File: config.mk
export PLATFORM = sky130hd
export DESIGN_NAME = fp_round_pipe
export DESIGN_NICKNAME = d
export VERILOG_FILES = /design/src/rtl/fp_round_pipe.sv
export SDC_FILE = /design/constraint.sdc
export NUM_CORES = 1
export LEC_CHECK = 0
export CORE_ASPECT_RATIO = 1.4
export CORE_MARGIN = 2
export CORE_UTILIZATION = 42
export DETAILED_ROUTE_END_ITERATION = 12
export PLACE_DENSITY = 0.76
export SLEW_MARGIN = 10
export SYNTH_ARGS = -nofsm -noshare
export SYNTH_HDL_FRONTEND = slang
export SYNTH_SLANG_ARGS = --single-unit
File: constraint.sdc
create_clock -name clk -period 2.1 [get_ports clk]
set_input_delay 0.315 -clock clk [delete_from_list [all_inputs] [get_ports clk]]
set_output_delay 0.315 -clock clk [all_outputs]
set_load 0.02 [all_outputs]
File: src/rtl/fp_round_pipe.sv
// fp_round_pipe: two-stage IEEE-754 rounding stage with valid/ready flow control.
// Stage 1 captures the operand and resolves the round-up decision; stage 2
// applies the increment, propagates mantissa carry into the exponent and
// saturates to infinity on overflow. Both stages hold a valid bit and advance
// only when the stage ahead of them is free or draining in the same cycle.
module fp_round_pipe #(
    parameter int EXP_W = 5,
    parameter int MAN_W = 10,
    parameter int EXT_W = 10
) (
    input  logic                     clk,
    input  logic                     rst,
    input  logic                     in_valid,
    output logic                     in_ready,
    input  logic                     in_sign,
    input  logic [EXP_W-1:0]         in_exp,
    input  logic [MAN_W-1:0]         in_man,
    input  logic [EXT_W-1:0]         in_ext,
    input  logic [1:0]               in_rmode,
    output logic                     out_valid,
    input  logic                     out_ready,
    output logic [EXP_W+MAN_W:0]     out_fp,
    output logic                     out_inexact,
    output logic                     out_ovf
);

    typedef enum logic [1:0] {
        RM_RNE = 2'd0,
        RM_RTZ = 2'd1,
        RM_RUP = 2'd2,
        RM_RDN = 2'd3
    } rmode_e;

    // Stage 1 state
    logic                 s1_valid;
    logic                 s1_sign;
    logic [EXP_W-1:0]     s1_exp;
    logic [MAN_W-1:0]     s1_man;
    logic                 s1_inc;
    logic                 s1_inexact;
    logic                 s1_special;

    // Stage 2 valid; its data lives directly in the output registers
    logic                 s2_valid;

    // Flow control
    logic                 s1_adv;
    logic                 in_fire;

    // Stage 1 combinational decode
    logic                 guard;
    logic                 sticky;
    logic                 special_in;
    logic                 inc_raw;
    rmode_e               rmode;

    // Stage 2 combinational datapath
    logic [MAN_W:0]       man_sum;
    logic [EXP_W-1:0]     new_exp;
    logic                 new_ovf;
    logic [MAN_W-1:0]     new_man;

    assign s1_adv    = ~s2_valid | out_ready;
    assign in_ready  = ~s1_valid | s1_adv;
    assign in_fire   = in_valid & in_ready;
    assign out_valid = s2_valid;

    assign guard      = in_ext[EXT_W-1];
    assign sticky     = |in_ext[EXT_W-2:0];
    assign special_in = &in_exp;
    assign rmode      = rmode_e'(in_rmode);

    // Round-up decision for the incoming beat
    always_comb begin
        inc_raw = 1'b0;
        case (rmode)
            RM_RNE: inc_raw = guard & (sticky | in_man[0]);
            RM_RTZ: inc_raw = 1'b0;
            RM_RUP: inc_raw = ~in_sign & (guard | sticky);
            RM_RDN: inc_raw = in_sign & (guard | sticky);
            default: inc_raw = 1'b0;
        endcase
    end

    // Stage 1 register: operand plus pre-decoded increment and flags
    always_ff @(posedge clk or posedge rst) begin
        if (rst) begin
            s1_valid   <= 1'b0;
            s1_sign    <= 1'b0;
            s1_exp     <= '0;
            s1_man     <= '0;
            s1_inc     <= 1'b0;
            s1_inexact <= 1'b0;
            s1_special <= 1'b0;
        end else if (in_ready) begin
            s1_valid <= in_valid;
            if (in_valid) begin
                s1_sign    <= in_sign;
                s1_exp     <= in_exp;
                s1_man     <= in_man;
                s1_inc     <= inc_raw & ~special_in;
                s1_inexact <= (guard | sticky) & ~special_in;
                s1_special <= special_in;
            end
        end
    end

    // Apply increment; a mantissa carry bumps the exponent and clears the fraction.
    // Specials carry inc=0, so they reach the output unchanged.
    always_comb begin
        man_sum = {1'b0, s1_man} + {{MAN_W{1'b0}}, s1_inc};
        new_exp = s1_exp + {{(EXP_W-1){1'b0}}, man_sum[MAN_W]};
        new_ovf = ~s1_special & (&new_exp);
        new_man = (man_sum[MAN_W] | new_ovf) ? '0 : man_sum[MAN_W-1:0];
    end

    // Stage 2 register: result held stable while the consumer stalls
    always_ff @(posedge clk or posedge rst) begin
        if (rst) begin
            s2_valid    <= 1'b0;
            out_fp      <= '0;
            out_inexact <= 1'b0;
            out_ovf     <= 1'b0;
        end else if (s1_adv) begin
            s2_valid <= s1_valid;
            if (s1_valid) begin
                out_fp      <= {s1_sign, new_exp, new_man};
                out_inexact <= s1_inexact;
                out_ovf     <= new_ovf;
            end
        end
    end

endmodule

==> results.md <==
- Result of the run: complete, but fails checks
- Violations in the final reports: setup timing
- Chip Height: 81.8 um
- Share of the cycle needed by the critical path after routing: 102%
- Total setup violations reported at the end of the flow: 9
- Sequential cell area in the final layout: 976 um^2
- Via-per-instance ratio: 5.04
- Required time reported for the critical path endpoint: 2310 ps
- EDFF count, synth: 0
- Remaining antenna violation count after routing: 0
- Final net count: 258
- Instance area at placement: 0.00243 mm^2
- Number of nets in the synthesized netlist: 190
- Die area: 0.00488 mm^2
- Antenna Diode Count: 0
- Post-synthesis sequential element count: 39
- Timing-limited maximum frequency: 468 MHz
- Count of distinct cell types in the synthesized netlist: 30
- Area of the placeable core: 0.00420 mm^2
- Layout area overhead: 44.7%
- Syn Area/Cell: 11.8 um^2
- Overflow after GRT: 0
- Root buffer selected by CTS: sky130_fd_sc_hd__clkbuf_8
- Commonest non-fill, non-tap cell in the layout: sky130_fd_sc_hd__clkdlybuf4s50_1
- Worst slew slack as a fraction of its limit: 68.5%
- Final standard cell count with taps included and fillers excluded: 268
- Largest fanout on the critical path: 8
- Kind of launch point of the worst setup path: register
- Pin slew with the least headroom to its limit: 472 ps
- Clock Skews: 4.01 ps
- Chip Width: 59.6 um
- Largest net degree at the start of global routing: 40
- DRC violations left: 0
- Register clock-pin slew on the reported worst setup and hold paths: 70 ps
- Initial antenna violation count: 0
- Placed insts: 256
- Summed negative setup slack over all endpoints: -126 ps
- Post-Syn Instances: 154
- Post-Route Utilization: 62.6%
- Deepest level of the CTS H-tree: 2
- Static power due to leakage: 1.12 nW
- Mapped cell area: 0.00182 mm^2
- Maximum buffer depth of the clock tree: 2
- Placement row count: 28
- RSZ-0062 raised after global routing: yes
- Worst ir drop on vdd: 0.434 mV
- Later-pin clock latency in the skew report: 290 ps
- HPWL after DPL: 2.68 mm
- Fraction of layout instances using a drive strength above 1: 25.6%
- Number of port buffers: 51
- Per-cell routed wire length: 13.5 um
- Asr flop ratio synth: 100%
- Violation count after the first detailed-route iteration: 22
- Sequential cell area fraction in the yosys report: 53.7%
- Placer Congestion: 0.806
- CTS Buf Count: 5
- CTS Hold Bufs: 0
- Power density over cell area: 826 mW/mm^2
- Dominant register cell in the synthesized netlist: sky130_fd_sc_hd__dfrtp_1
- Total power consumption of the routed design: 2.17 mW
- First-pass GRT wire length: 5.91 mm
- Final design area excluding fillers: 0.00263 mm^2
- Hold violation total from the final report: 0
- Worst Hold Slack: 432 ps
- Effective utilization at floorplan: 43.2%
- Overall track demand over capacity in global routing: 16.5%
- Max cap viols: 0
- Commonest cells after routing, fill and taps aside: 51 x sky130_fd_sc_hd__clkdlybuf4s50_1, 39 x sky130_fd_sc_hd__dfrtp_1, 23 x sky130_fd_sc_hd__nand2_1, 15 x sky130_fd_sc_hd__buf_4, 13 x sky130_fd_sc_hd__mux2_2
- Vias in the first global route: 1334
- Total wirelength of the detailed-routed design: 3.61 mm
- Class of the tightest hold or removal check: in -> async
- Time the final worst path needs with I/O delays and setup: 2140 ps
- Final-report max-slew violation count: 0
- YS warnings: 0
- Top-level I/O count: 52
- Post-route setup slack: -37.3 ps
- Arrival time at the worst endpoint: 2350 ps
- Number of clock sinks: 39
- Multi-input gate area: 882 um^2
- Clock tree from TritonCTS: yes
- Post-placement setup slack: -85.4 ps
- DRT Pass-1 Iters: 2
- Vias: 1350
- Category of the worst setup path capture point: register
- Critical setup path kind: reg -> reg
- Fill count: 334
final timing paths:
path / from / endpoint / slack [ps] / cells after the start
setup / recovery: s1_man[0] / out_fp[1] / -40 / 10
hold / removal: rst / out_fp[13] / 430 / 3
setup reg to reg: s1_man[0] / out_fp[1] / -40 / 10
hold reg to reg: s1_special / s1_special / 480 / 2
max in group asynchronous: rst / out_fp[3] / 1330 / 3
min in group clk: s1_special / s1_special / 480 / 2
report_power, final:
part,switching [mW],internal [mW]
clock network,0.241,0.233
logic,0.315,0.394
registers,0.103,0.888
total,0.658,1.52
cell families (layout without fill, tap and decap cells):
kind of cell	count (synthesis)	in the layout	share of synthesized area, %
simple gates	51	51	13.9
xor+xnor	12	12	5.78
fa+ha+maj	4	4	2.75
buf+inv	8	77	3.10
compound gates	19	19	6.13
mux	21	21	14.7
flops	39	39	53.7
what timing repair did:
| action | 4_1_cts | 5_1_grt |
|---|---|---|
| setup buffers | 3 | 1 |
| gates resized for setup | 18 | 9 |
| pin swaps | 14 | 9 |
| setup endpoints to repair | 10 | 12 |
cells in the mapped netlist, types with 3 or more instances:
cell type	count	share of area, %
sky130_fd_sc_hd__inv_1	3	0.62
sky130_fd_sc_hd__nand3_1	9	2.5
sky130_fd_sc_hd__ha_1	4	2.8
sky130_fd_sc_hd__xor2_1	3	1.4
sky130_fd_sc_hd__xnor2_1	9	4.3
sky130_fd_sc_hd__nand2_1	23	4.7
sky130_fd_sc_hd__nor2_1	6	1.2
sky130_fd_sc_hd__mux2_4	8	6.6
sky130_fd_sc_hd__nor3_1	3	0.83
sky130_fd_sc_hd__dfrtp_1	39	54
sky130_fd_sc_hd__mux2_2	13	8.1
sky130_fd_sc_hd__o21ai_0	14	3.9
critical path: stages (launching register included):
cell,delay [ps]
sky130_fd_sc_hd__dfrtp_1,390
sky130_fd_sc_hd__ha_4,170
sky130_fd_sc_hd__ha_4,150
sky130_fd_sc_hd__nand3_4,80
sky130_fd_sc_hd__nor3_4,130
sky130_fd_sc_hd__ha_2,220
sky130_fd_sc_hd__ha_4,200
sky130_fd_sc_hd__nand4b_1,120
sky130_fd_sc_hd__nor2_2,70
sky130_fd_sc_hd__a211o_4,370
sky130_fd_sc_hd__o21ai_1,150
flip-flops by register name, summed over array words and instances, names as in the netlist:
| signal | flops |
|---|---|
| out_fp | 16 |
| s1_inexact | 1 |
| s1_sign | 1 |
| out_inexact | 1 |
| s1_valid | 1 |
| s1_inc | 1 |
| out_ovf | 1 |
| s1_man | 10 |
| out_valid | 1 |
| s1_special | 1 |
| s1_exp | 5 |
routing by layer:
metal,part of all wire [%],GRT usage [%],wire (um)
met5,0,0,0
met4,2.8,8.67,102
met3,4.7,3.94,169
met2,52,29.2,1890
met1,40,17.8,1450
layout make-up:
class	count	area share [%]
Multi-Input combinational cell	107	33.5
Inverter	3	0.428
Timing Repair Buffer	66	23.7
Clock inverter	1	0.190
Clock buffer	7	2.90
Sequential cell	39	37.1
Tap cell	45	2.14
Power figures use the tool's default switching activity.
